File: src/rtl/hazard_scoreboard.sv
// hazard_scoreboard
//   Hazard and forwarding controller for a 5-stage F/D/X/M/W pipeline.
//   - D-stage and X-stage operand forwarding selects (youngest writer wins).
//   - Load-use and branch-after-load hazard detection (bubble into X).
//   - Whole-pipe freeze while a data memory access is outstanding.
//   - Sticky timeout error when a memory access hangs.
//
// Optional feature macro: HAZARD_PERF_CNT_EN
//   defined   : saturating stall counters on lu_stall_cnt / mem_stall_cnt
//   undefined : counter ports tied to zero, no counter flops
//
// Ports
//   clk, rst                        clock, asynchronous active-high reset
//   rs1_D/rs2_D, use_rs1_D/rs2_D    D-stage sources and their use flags
//   is_branch_D                     D-stage branch (reads rs1 in D)
//   rs1_X/rs2_X, alu_src_imm_X      X-stage sources, B operand is immediate
//   wr_en_X/M/W, wr_reg_X/M/W       per-stage destination write
//   mem_to_reg_X/M                  stage holds a load
//   mem_en_M, mem_ready             M-stage memory access and completion
//   stall_F/D/X/M, flush_X, bubble_W  pipeline control (combinational)
//   fwd_rs1_D/fwd_rs2_D             00 regfile, 01 X, 10 M, 11 W
//   fwd_A_X/fwd_B_X                 00 none, 01 M, 10 W
//   mem_timeout                     sticky hung-memory error (registered)
//   lu_stall_cnt, mem_stall_cnt     performance counters (registered)

module hazard_scoreboard #(
  parameter int unsigned REG_W       = 4,
  parameter int unsigned ZERO_REG    = 1,
  parameter int unsigned MEM_TIMEOUT = 64,
  parameter int unsigned CNT_W       = 16
) (
  input  logic             clk,
  input  logic             rst,
  input  logic [REG_W-1:0] rs1_D,
  input  logic [REG_W-1:0] rs2_D,
  input  logic             use_rs1_D,
  input  logic             use_rs2_D,
  input  logic             is_branch_D,
  input  logic [REG_W-1:0] rs1_X,
  input  logic [REG_W-1:0] rs2_X,
  input  logic             alu_src_imm_X,
  input  logic             wr_en_X,
  input  logic             wr_en_M,
  input  logic             wr_en_W,
  input  logic [REG_W-1:0] wr_reg_X,
  input  logic [REG_W-1:0] wr_reg_M,
  input  logic [REG_W-1:0] wr_reg_W,
  input  logic             mem_to_reg_X,
  input  logic             mem_to_reg_M,
  input  logic             mem_en_M,
  input  logic             mem_ready,
  output logic             stall_F,
  output logic             stall_D,
  output logic             stall_X,
  output logic             stall_M,
  output logic             flush_X,
  output logic             bubble_W,
  output logic [1:0]       fwd_rs1_D,
  output logic [1:0]       fwd_rs2_D,
  output logic [1:0]       fwd_A_X,
  output logic [1:0]       fwd_B_X,
  output logic             mem_timeout,
  output logic [CNT_W-1:0] lu_stall_cnt,
  output logic [CNT_W-1:0] mem_stall_cnt
);

  localparam int unsigned WAIT_W = $clog2(MEM_TIMEOUT + 1);

  localparam logic [1:0] FWD_D_RF   = 2'b00;
  localparam logic [1:0] FWD_D_X    = 2'b01;
  localparam logic [1:0] FWD_D_M    = 2'b10;
  localparam logic [1:0] FWD_D_W    = 2'b11;
  localparam logic [1:0] FWD_X_NONE = 2'b00;
  localparam logic [1:0] FWD_X_M    = 2'b01;
  localparam logic [1:0] FWD_X_W    = 2'b10;

  typedef enum logic [1:0] {
    ST_RUN      = 2'd0,
    ST_MEM_WAIT = 2'd1,
    ST_ERR      = 2'd2
  } state_e;

  state_e            state_q, state_d;
  logic [WAIT_W-1:0] wait_cnt_q, wait_cnt_d;
  logic              mem_timeout_q, mem_timeout_d;

  logic lu_hz;
  logic br_hz;
  logic mem_stall;
  logic use1_D;

  // Writer in a stage matches a source; register 0 is never a real dependency when hardwired.
  function automatic logic src_match(input logic             wen,
                                     input logic [REG_W-1:0] wreg,
                                     input logic [REG_W-1:0] src);
    return wen && (wreg == src) && ((ZERO_REG == 0) || (src != '0));
  endfunction

  // D-stage select: the youngest matching writer decides; a load there yields
  // regfile because its data is not available to D (the hazard logic covers it).
  function automatic logic [1:0] fwd_d_sel(input logic [REG_W-1:0] src,
                                           input logic             wx,
                                           input logic [REG_W-1:0] rx,
                                           input logic             lx,
                                           input logic             wm,
                                           input logic [REG_W-1:0] rm,
                                           input logic             lm,
                                           input logic             ww,
                                           input logic [REG_W-1:0] rw);
    logic [1:0] sel;
    sel = FWD_D_RF;
    if (src_match(wx, rx, src)) begin
      sel = lx ? FWD_D_RF : FWD_D_X;
    end else if (src_match(wm, rm, src)) begin
      sel = lm ? FWD_D_RF : FWD_D_M;
    end else if (src_match(ww, rw, src)) begin
      sel = FWD_D_W;
    end
    return sel;
  endfunction

  // X-stage select: M is younger than W.
  function automatic logic [1:0] fwd_x_sel(input logic [REG_W-1:0] src,
                                           input logic             wm,
                                           input logic [REG_W-1:0] rm,
                                           input logic             ww,
                                           input logic [REG_W-1:0] rw);
    logic [1:0] sel;
    sel = FWD_X_NONE;
    if (src_match(wm, rm, src)) begin
      sel = FWD_X_M;
    end else if (src_match(ww, rw, src)) begin
      sel = FWD_X_W;
    end
    return sel;
  endfunction

  // Forwarding selects.
  always_comb begin
    fwd_rs1_D = fwd_d_sel(rs1_D, wr_en_X, wr_reg_X, mem_to_reg_X,
                          wr_en_M, wr_reg_M, mem_to_reg_M, wr_en_W, wr_reg_W);
    fwd_rs2_D = fwd_d_sel(rs2_D, wr_en_X, wr_reg_X, mem_to_reg_X,
                          wr_en_M, wr_reg_M, mem_to_reg_M, wr_en_W, wr_reg_W);
    fwd_A_X   = fwd_x_sel(rs1_X, wr_en_M, wr_reg_M, wr_en_W, wr_reg_W);
    fwd_B_X   = alu_src_imm_X ? FWD_X_NONE
                              : fwd_x_sel(rs2_X, wr_en_M, wr_reg_M, wr_en_W, wr_reg_W);
  end

  // Hazard detection; a branch reads rs1 in D even if use_rs1_D is low.
  always_comb begin
    use1_D    = use_rs1_D | is_branch_D;
    lu_hz     = mem_to_reg_X &
                ((use1_D    & src_match(wr_en_X, wr_reg_X, rs1_D)) |
                 (use_rs2_D & src_match(wr_en_X, wr_reg_X, rs2_D)));
    br_hz     = is_branch_D & mem_to_reg_M & src_match(wr_en_M, wr_reg_M, rs1_D);
    mem_stall = mem_en_M & ~mem_ready;
  end

  // Pipeline control: error freeze > memory freeze > hazard bubble.
  always_comb begin
    stall_F  = 1'b0;
    stall_D  = 1'b0;
    stall_X  = 1'b0;
    stall_M  = 1'b0;
    flush_X  = 1'b0;
    bubble_W = 1'b0;
    if ((state_q == ST_ERR) || mem_stall) begin
      stall_F  = 1'b1;
      stall_D  = 1'b1;
      stall_X  = 1'b1;
      stall_M  = 1'b1;
      bubble_W = 1'b1;
    end else if (lu_hz || br_hz) begin
      stall_F = 1'b1;
      stall_D = 1'b1;
      flush_X = 1'b1;
    end
  end

  // Memory-wait FSM next state; the error is reached once the running count of
  // stalled cycles in this access reaches MEM_TIMEOUT-1 on a wait cycle.
  always_comb begin
    state_d    = state_q;
    wait_cnt_d = wait_cnt_q;
    case (state_q)
      ST_RUN: begin
        if (mem_stall) begin
          state_d    = ST_MEM_WAIT;
          wait_cnt_d = WAIT_W'(1);
        end
      end
      ST_MEM_WAIT: begin
        if (mem_stall) begin
          wait_cnt_d = wait_cnt_q + WAIT_W'(1);
          if (wait_cnt_d >= WAIT_W'(MEM_TIMEOUT - 1)) begin
            state_d = ST_ERR;
          end
        end else begin
          state_d    = ST_RUN;
          wait_cnt_d = '0;
        end
      end
      ST_ERR: begin
        state_d = ST_ERR;
      end
      default: begin
        state_d    = ST_RUN;
        wait_cnt_d = '0;
      end
    endcase
    mem_timeout_d = (state_d == ST_ERR);
  end

  always_ff @(posedge clk or posedge rst) begin
    if (rst) begin
      state_q       <= ST_RUN;
      wait_cnt_q    <= '0;
      mem_timeout_q <= 1'b0;
    end else begin
      state_q       <= state_d;
      wait_cnt_q    <= wait_cnt_d;
      mem_timeout_q <= mem_timeout_d;
    end
  end

  assign mem_timeout = mem_timeout_q;

`ifdef HAZARD_PERF_CNT_EN
  logic [CNT_W-1:0] lu_cnt_q, lu_cnt_d;
  logic [CNT_W-1:0] ms_cnt_q, ms_cnt_d;

  // Saturating stall counters.
  always_comb begin
    lu_cnt_d = lu_cnt_q;
    ms_cnt_d = ms_cnt_q;
    if ((state_q == ST_RUN) && (lu_hz || br_hz) && !mem_stall && (lu_cnt_q != '1)) begin
      lu_cnt_d = lu_cnt_q + CNT_W'(1);
    end
    if ((state_q != ST_RUN) && (ms_cnt_q != '1)) begin
      ms_cnt_d = ms_cnt_q + CNT_W'(1);
    end
  end

  always_ff @(posedge clk or posedge rst) begin
    if (rst) begin
      lu_cnt_q <= '0;
      ms_cnt_q <= '0;
    end else begin
      lu_cnt_q <= lu_cnt_d;
      ms_cnt_q <= ms_cnt_d;
    end
  end

  assign lu_stall_cnt  = lu_cnt_q;
  assign mem_stall_cnt = ms_cnt_q;
`else
  assign lu_stall_cnt  = '0;
  assign mem_stall_cnt = '0;
`endif

endmodule
File: config.mk
export PLATFORM = sky130hd
export DESIGN_NAME = hazard_scoreboard
export DESIGN_NICKNAME = d
export VERILOG_FILES = /design/src/rtl/hazard_scoreboard.sv
export SDC_FILE = /design/constraint.sdc
export NUM_CORES = 1
export LEC_CHECK = 0
export BUFFER_PORTS_ARGS = -buffer_cell sky130_fd_sc_hd__buf_2
export CORE_ASPECT_RATIO = 0.6
export CORE_MARGIN = 4
export CORE_UTILIZATION = 26
export DETAILED_ROUTE_END_ITERATION = 8
export PLACE_DENSITY_LB_ADDON = 0.08
export REMOVE_ABC_BUFFERS = 1
export SYNTH_ARGS = -nofsm -noshare
export SYNTH_HDL_FRONTEND = slang
export SYNTH_SLANG_ARGS = --single-unit
File: constraint.sdc
create_clock -name clk -period 2.1 [get_ports clk]
set_input_delay 0.42 -clock clk [delete_from_list [all_inputs] [get_ports clk]]
set_output_delay 0.42 -clock clk [all_outputs]
set_load 0.05 [all_outputs]
==> results of run 1 <==
layout make-up:
| type | instances | area, sq um | share of cell area |
|---|---|---|---|
| Clock buffer | 4 | 55.05 | 0.02774 |
| Inverter | 5 | 18.77 | 0.009458 |
| Multi-Input combinational cell | 169 | 1112 | 0.5605 |
| Sequential cell | 10 | 250.2 | 0.1261 |
| Tap cell | 80 | 100.1 | 0.05044 |
| Timing Repair Buffer | 70 | 447.9 | 0.2257 |
synthesized netlist by cell type (2+ instances only):
library cell / n / share of area
nand4b_1: 2 / 0.012
ha_1: 2 / 0.016
and3_1: 3 / 0.012
nor2b_1: 3 / 0.012
nand3_1: 7 / 0.023
xor2_1: 11 / 0.064
nor3b_1: 2 / 0.0099
buf_2: 6 / 0.020
o21ai_1: 7 / 0.023
o31ai_1: 2 / 0.0099
nor2_1: 6 / 0.015
dfrtp_1: 10 / 0.17
xnor2_1: 25 / 0.14
nand2_1: 9 / 0.022
a21oi_1: 8 / 0.026
buf_4: 36 / 0.18
o21ai_0: 5 / 0.016
nand4_1: 7 / 0.029
nor4_1: 2 / 0.0082
inv_1: 5 / 0.012
nor3_1: 13 / 0.043
or3_1: 6 / 0.025
stage by stage:
step	hold WS, ns	area, sq um	std cells	power [mW]
6_report	0.1562	1984	338	0.8246
3_3_place_gp	0.4425	1809	333	0.5522
2_1_floorplan	0.2602	1329	184	0.4281
5_1_grt	0.2019	1984	338	0.8681
4_1_cts	0.1826	1891	337	0.8076
3_5_place_dp	0.4423	1809	333	0.5500
repair_timing:
| item | 4_1_cts | 5_1_grt |
|---|---|---|
| pin swaps | 2 | 9 |
| setup endpoints to repair | 6 | 8 |
| resized for setup | 9 | 30 |
| setup buffers | 0 | 1 |
critical path, delay by kind of cell:
| kind | cells | cell delay, ns |
|---|---|---|
| simple gates | 4 | 0.77 |
| buf+inv | 3 | 0.50 |
cell families after synthesis:
group | Yosys count | synth area share
compound gates | 30 | 0.1213
buf+inv | 48 | 0.2129
xor+xnor | 36 | 0.2079
mux | 2 | 0.01403
simple gates | 67 | 0.2599
flops | 10 | 0.1650
fa+ha+maj | 2 | 0.01650
other cells | 1 | 0.002473
cells in the final DEF (no fill, tap or decap), types with 3 or more instances in the layout:
cell type / synthesis / final
or3_1: 6 / 6
dfrtp_1: 10 / 10
nor3_1: 13 / 11
o21ai_0: 5 / 5
a21oi_1: 8 / 7
nand2_1: 9 / 9
buf_2: 6 / 40
buf_4: 36 / 24
xor2_1: 11 / 11
nor2b_1: 3 / 3
buf_6: 0 / 4
nor2_1: 6 / 6
nand4_1: 7 / 7
o21ai_1: 7 / 7
inv_1: 5 / 5
nand3_1: 7 / 7
xnor2_1: 25 / 23
clkbuf_8: 0 / 4
conb_1: 1 / 32
final timing paths:
kind,from,cells past startpoint,to,slack (ns)
max reg2reg,wait_cnt_q[0]$_DFFE_PP0P_,5,state_q[0]$_DFF_PP0_,0.47
max in group asynchronous,rst,2,wait_cnt_q[0]$_DFFE_PP0P_,1.66
min reg2reg,wait_cnt_q[6]$_DFFE_PP0P_,1,wait_cnt_q[6]$_DFFE_PP0P_,0.49
max,rs1_D[2],7,stall_F,-0.009
min in group clk,wait_cnt_q[6]$_DFFE_PP0P_,1,wait_cnt_q[6]$_DFFE_PP0P_,0.49
min,rst,2,wait_cnt_q[1]$_DFFE_PP0P_,0.16
sequential cells by signal (all words and copies together), names as in the netlist:
| name | cells |
|---|---|
| wait_cnt_q | 7 |
| state_q | 2 |
| mem_timeout | 1 |
power by group through the flow:
stage	logic [mW]	clock network, mW	registers [mW]
after floorplan	0.232	0	0.196
after global placement	0.356	0	0.196
after detailed placement	0.354	0	0.196
after CTS	0.360	0.255	0.193
after global routing	0.408	0.267	0.193
final	0.381	0.251	0.193
routing by layer:
layer,vias to the layer above,part of all wire,track usage
met5,-,0,0
met4,0,0,0.009569
met3,0,0.072,0.02292
met2,64,0.36,0.1787
met1,677,0.57,0.2023
li1,746,-,-
==> flow_summary.ini, run 1 <==
[layout]
final_util = 0.3529
nNetsFinal = 302
nFillCells = 607
drive_above_1_share = 0.3333
antenna_cells = 0
syn_to_final_growth_pct = 30.86

[power_and_ir_drop]
internal-power_mw = 0.4800
p_comb_frac = 0.462
ir_drop_uv = 209.0
p_sw_mw = 0.3445
sw_frac_of_total = 0.4178
p_leak_nw = 0.8915
powerDensity_nw_per_um2 = 415.5
seqPwrFrac = 0.234
pwr-share-clk = 0.304

[cts]
ctsHoldBuffers = 0
cts_buffer_depth = 2
insertion_delay_ns = 0.24
cts_sinks = 10
clkTransAtPathRegs_ns = 0.05
cts_tree = built
cts_buffers = 3
cts-htree-levels = 1
root_buffer = clkbuf_8

[critical_path]
cpPeakStageDelay_ns = 0.34
crit_slowest_cell = nor4_1
cp-start-kind = primary input
worstPathArrival_ns = 1.69
cp_max_fo = 4
crit_chain = buf_2 -> buf_4 -> nor4_1 -> nor3_1 -> nand4_1 -> nand4b_1 -> buf_4
critPathKind = in2out
end_kind = output port
crit_top_cell = buf_4
worstPathRequired_ns = 1.68

[placement]
portBuffers = 55
pre_cts_slack_ns = -0.1164
dp_hpwl_um = 3836
routabilityCongestion = 0.7674

[sta]
setup_viol = 2
period_share = 1.004
fmax_ghz = 0.4742
rsz0062_at_grt = true
tns_ns = -0.01756
timing.final.hold_violations = 0
report.final.slew_viol_count = 0
setup_slack_ns = -0.008881
min_period_ns = 2.109
final.setup_skew_ns = 0.0005387

[route]
drtPass1Iterations = 4
dr.first_iter.drc_count = 50
drc = 0
via_per_inst = 4.399
drtAntennaViolNets = 0
drt_wl_total_um = 4565
via_count = 1487
post_drt_wl_per_cell_um = 13.51

[logic_synthesis]
synth_edf_count = 0
async_flop_share = 1.000
syn_area_per_cell_sq_um = 7.737
yosysWarnings = 0
synth_ff_type = dfrtp_1
synth-seq-cells = 10
netlist_area_sq_um = 1516
netlist_instances = 196
synth.distinct_cells = 41
ys_seq_area_frac = 0.1650

[floorplan]
initial_core_util = 0.2697
rows = 21
core_sq_um = 5623
die_w_um = 106.6
die_area_sq_um = 7158
ios = 88
fp.dieH_um = 67.16

[grt]
grt_max_degree = 11
grt_overflow = 0
antenna_found_initial = 0
first_global_vias = 1384
grt_pass1_wl_um = 7155
grt.total_usage = 0.1264

[status]
violations = negative setup slack
status = complete, but fails checks

[job]
maxCapViolCount = 0

[worst_hold_path]
hold_class = in2async
No activity file was read; power rests on OpenSTA's default activity.
==> inputs of run 2 (changes only) <==
Settings changed: ABC_AREA set to 1.
==> flow_summary.ini, run 2 <==
[grt]
first_global_vias = 1470
grt_pass1_wl_um = 7838
grt_overflow = 0
grt.total_usage = 0.1381
antenna_found_initial = 0
grt_max_degree = 11

[critical_path]
worst-path-buf-inv = 3
worstRegToRegCells = 9
end_kind = output port
worstPathArrival_ns = 1.57
crit_chain = buf_2 -> buf_4 -> nor2_1 -> nor3_1 -> nand2_1 -> nor2_1 -> nand2_1 -> a21boi_1 -> buf_4
crit_slowest_cell = buf_4
cp-start-kind = primary input
cp_max_fo = 4
crit_family = simple AND/OR/NAND/NOR gates
cpPeakStageDelay_ns = 0.21
critPathKind = in2out
worstPathRequired_ns = 1.68
worst-path-stages = 9

[layout]
top_register = wait_cnt_q
syn_to_final_growth_pct = 22.63
multi_input_area_sq_um = 1046
nNetsFinal = 375
final_util = 0.3405
nFillCells = 658
final_common_cell = nand2_1
antenna_cells = 0
seq_area_sq_um = 251.5
drive_above_1_share = 0.2508
mostFrequentLayoutCells = 65 x nand2_1, 48 x buf_2, 38 x inv_1
largest_reg_flops = 7

[job]
maxCapViolCount = 0

[route]
met3_length_um = 652
drc = 0
via_count = 1811
wl_met2_um = 1653
drtAntennaViolNets = 0
dr.first_iter.drc_count = 153
drt_wl_total_um = 5211
met1_length_um = 2859
via_per_inst = 4.406
drtPass1Iterations = 4
post_drt_wl_per_cell_um = 12.68
dr.max_layer_used = met4

[sta]
min_period_ns = 1.992
setup_viol = 0
whs_ns = 0.1499
period_share = 0.9484
final.setup_skew_ns = 0.001006
report.final.slew_viol_count = 0
timing.final.hold_violations = 0
fmax_ghz = 0.5021
setup_slack_ns = 0.1084

[cts]
clkTransAtPathRegs_ns = 0.05
cts_tree = built
cts_buffers = 3
insertion_delay_ns = 0.24
ctsHoldBuffers = 0
cts_buffer_depth = 2
root_buffer = clkbuf_8
cts_sinks = 10
cts-htree-levels = 1

[floorplan]
ios = 88
initial_core_util = 0.2777
rows = 21
die_area_sq_um = 7505
fp.dieH_um = 68.72
die_w_um = 109.2
core_sq_um = 5754

[logic_synthesis]
netlist_instances = 270
synthTopCellsByCount = 65 x nand2_1, 38 x inv_1, 35 x buf_4
synth.distinct_cells = 34
async_flop_share = 1.000
syn_area_per_cell_sq_um = 5.918
ys_seq_area_frac = 0.1566
yosys.area.top_type_share = 0.1644
yosysMostFrequentCell = nand2_1
synth_ff_type = dfrtp_1
netlist_top_cells_area = buf_4 16%, dfrtp_1 16%, nand2_1 15%, inv_1 8.9%, nand3_1 6.6%
yosysWarnings = 0
netlist_area_sq_um = 1598
synth_top_area_cell = buf_4
synth-seq-cells = 10
synth_edf_count = 0

[power_and_ir_drop]
ir_drop_uv = 313.9
powerDensity_nw_per_um2 = 461.2
p_leak_nw = 1.113
finalPower_mw = 0.9037

[placement]
routabilityCongestion = 0.8920
portBuffers = 55
pre_cts_slack_ns = 0.05934
dp_hpwl_um = 4463

[status]
status = complete, no violations

[worst_hold_path]
hold_class = in2async
## run 2: worst paths after layout
kind / startpoint / endpoint / slack, ns
worst max-delay path: wr_reg_W[0] / fwd_rs2_D[1] / 0.11
worst min-delay path: rst / wait_cnt_q[4]$_DFFE_PP0P_ / 0.15
worst max register to register: wait_cnt_q[0]$_DFFE_PP0P_ / mem_timeout$_DFF_PP0_ / 0.58
worst min register to register: state_q[0]$_DFF_PP0_ / state_q[0]$_DFF_PP0_ / 0.52
max in group asynchronous: rst / state_q[0]$_DFF_PP0_ / 1.65
min in group clk: state_q[0]$_DFF_PP0_ / state_q[0]$_DFF_PP0_ / 0.52
## run 2: kinds of logic after synthesis
kind of cell             synth area share
AO/OA/AOI/OAI                      0.1402
XOR/XNOR                          0.05404
adder cells (fa/ha/maj)           0.01566
buffers and inverters              0.2702
flip-flops                         0.1566
other                            0.002347
AND/OR/NAND/NOR                    0.3610
## run 2: cell type report
| class | count | area share |
|---|---|---|
| sequential | 10 | 0.1284 |
| timing repair buffer | 61 | 0.1724 |
| inverter | 45 | 0.08621 |
| clock buffer | 4 | 0.02810 |
| tap | 80 | 0.05109 |
| multi-input combinational | 211 | 0.5338 |
## run 2: metrics by stage
stage / setup TNS, ns / instance area, sq um / std cells
after CTS: 0 / 1912 / 409
after global placement: 0 / 1857 / 405
after detailed placement: 0 / 1857 / 405
after floorplan: -2.717 / 1451 / 266
final: 0 / 1959 / 411
after global routing: -0.007176 / 1959 / 411
## run 2: metal layers
metal / GRT usage / vias to the layer above
met4: 0.03266 / 0
li1: - / 931
met1: 0.2362 / 778
met5: 0 / -
met2: 0.1552 / 97
met3: 0.03442 / 5
## run 2: what timing repair did
action,in CTS,in global routing
endpoints found under the setup margin,0,8
resized for setup,0,19
setup buffers,0,2
## run 2: where the power goes
part	switching, mW	internal [mW]
Clock	0.0820	0.165
Sequential	0.0147	0.202
Combinational	0.330	0.110
## run 2: worst reg2reg max path: cells and delay by family (launching register included)
kind	cells	cell delay [ns]
AND/OR/NAND/NOR	6	0.49
flip-flops	1	0.43
adder cells (fa/ha/maj)	1	0.31
AO/OA/AOI/OAI	1	0.13
buffers and inverters	1	0.11
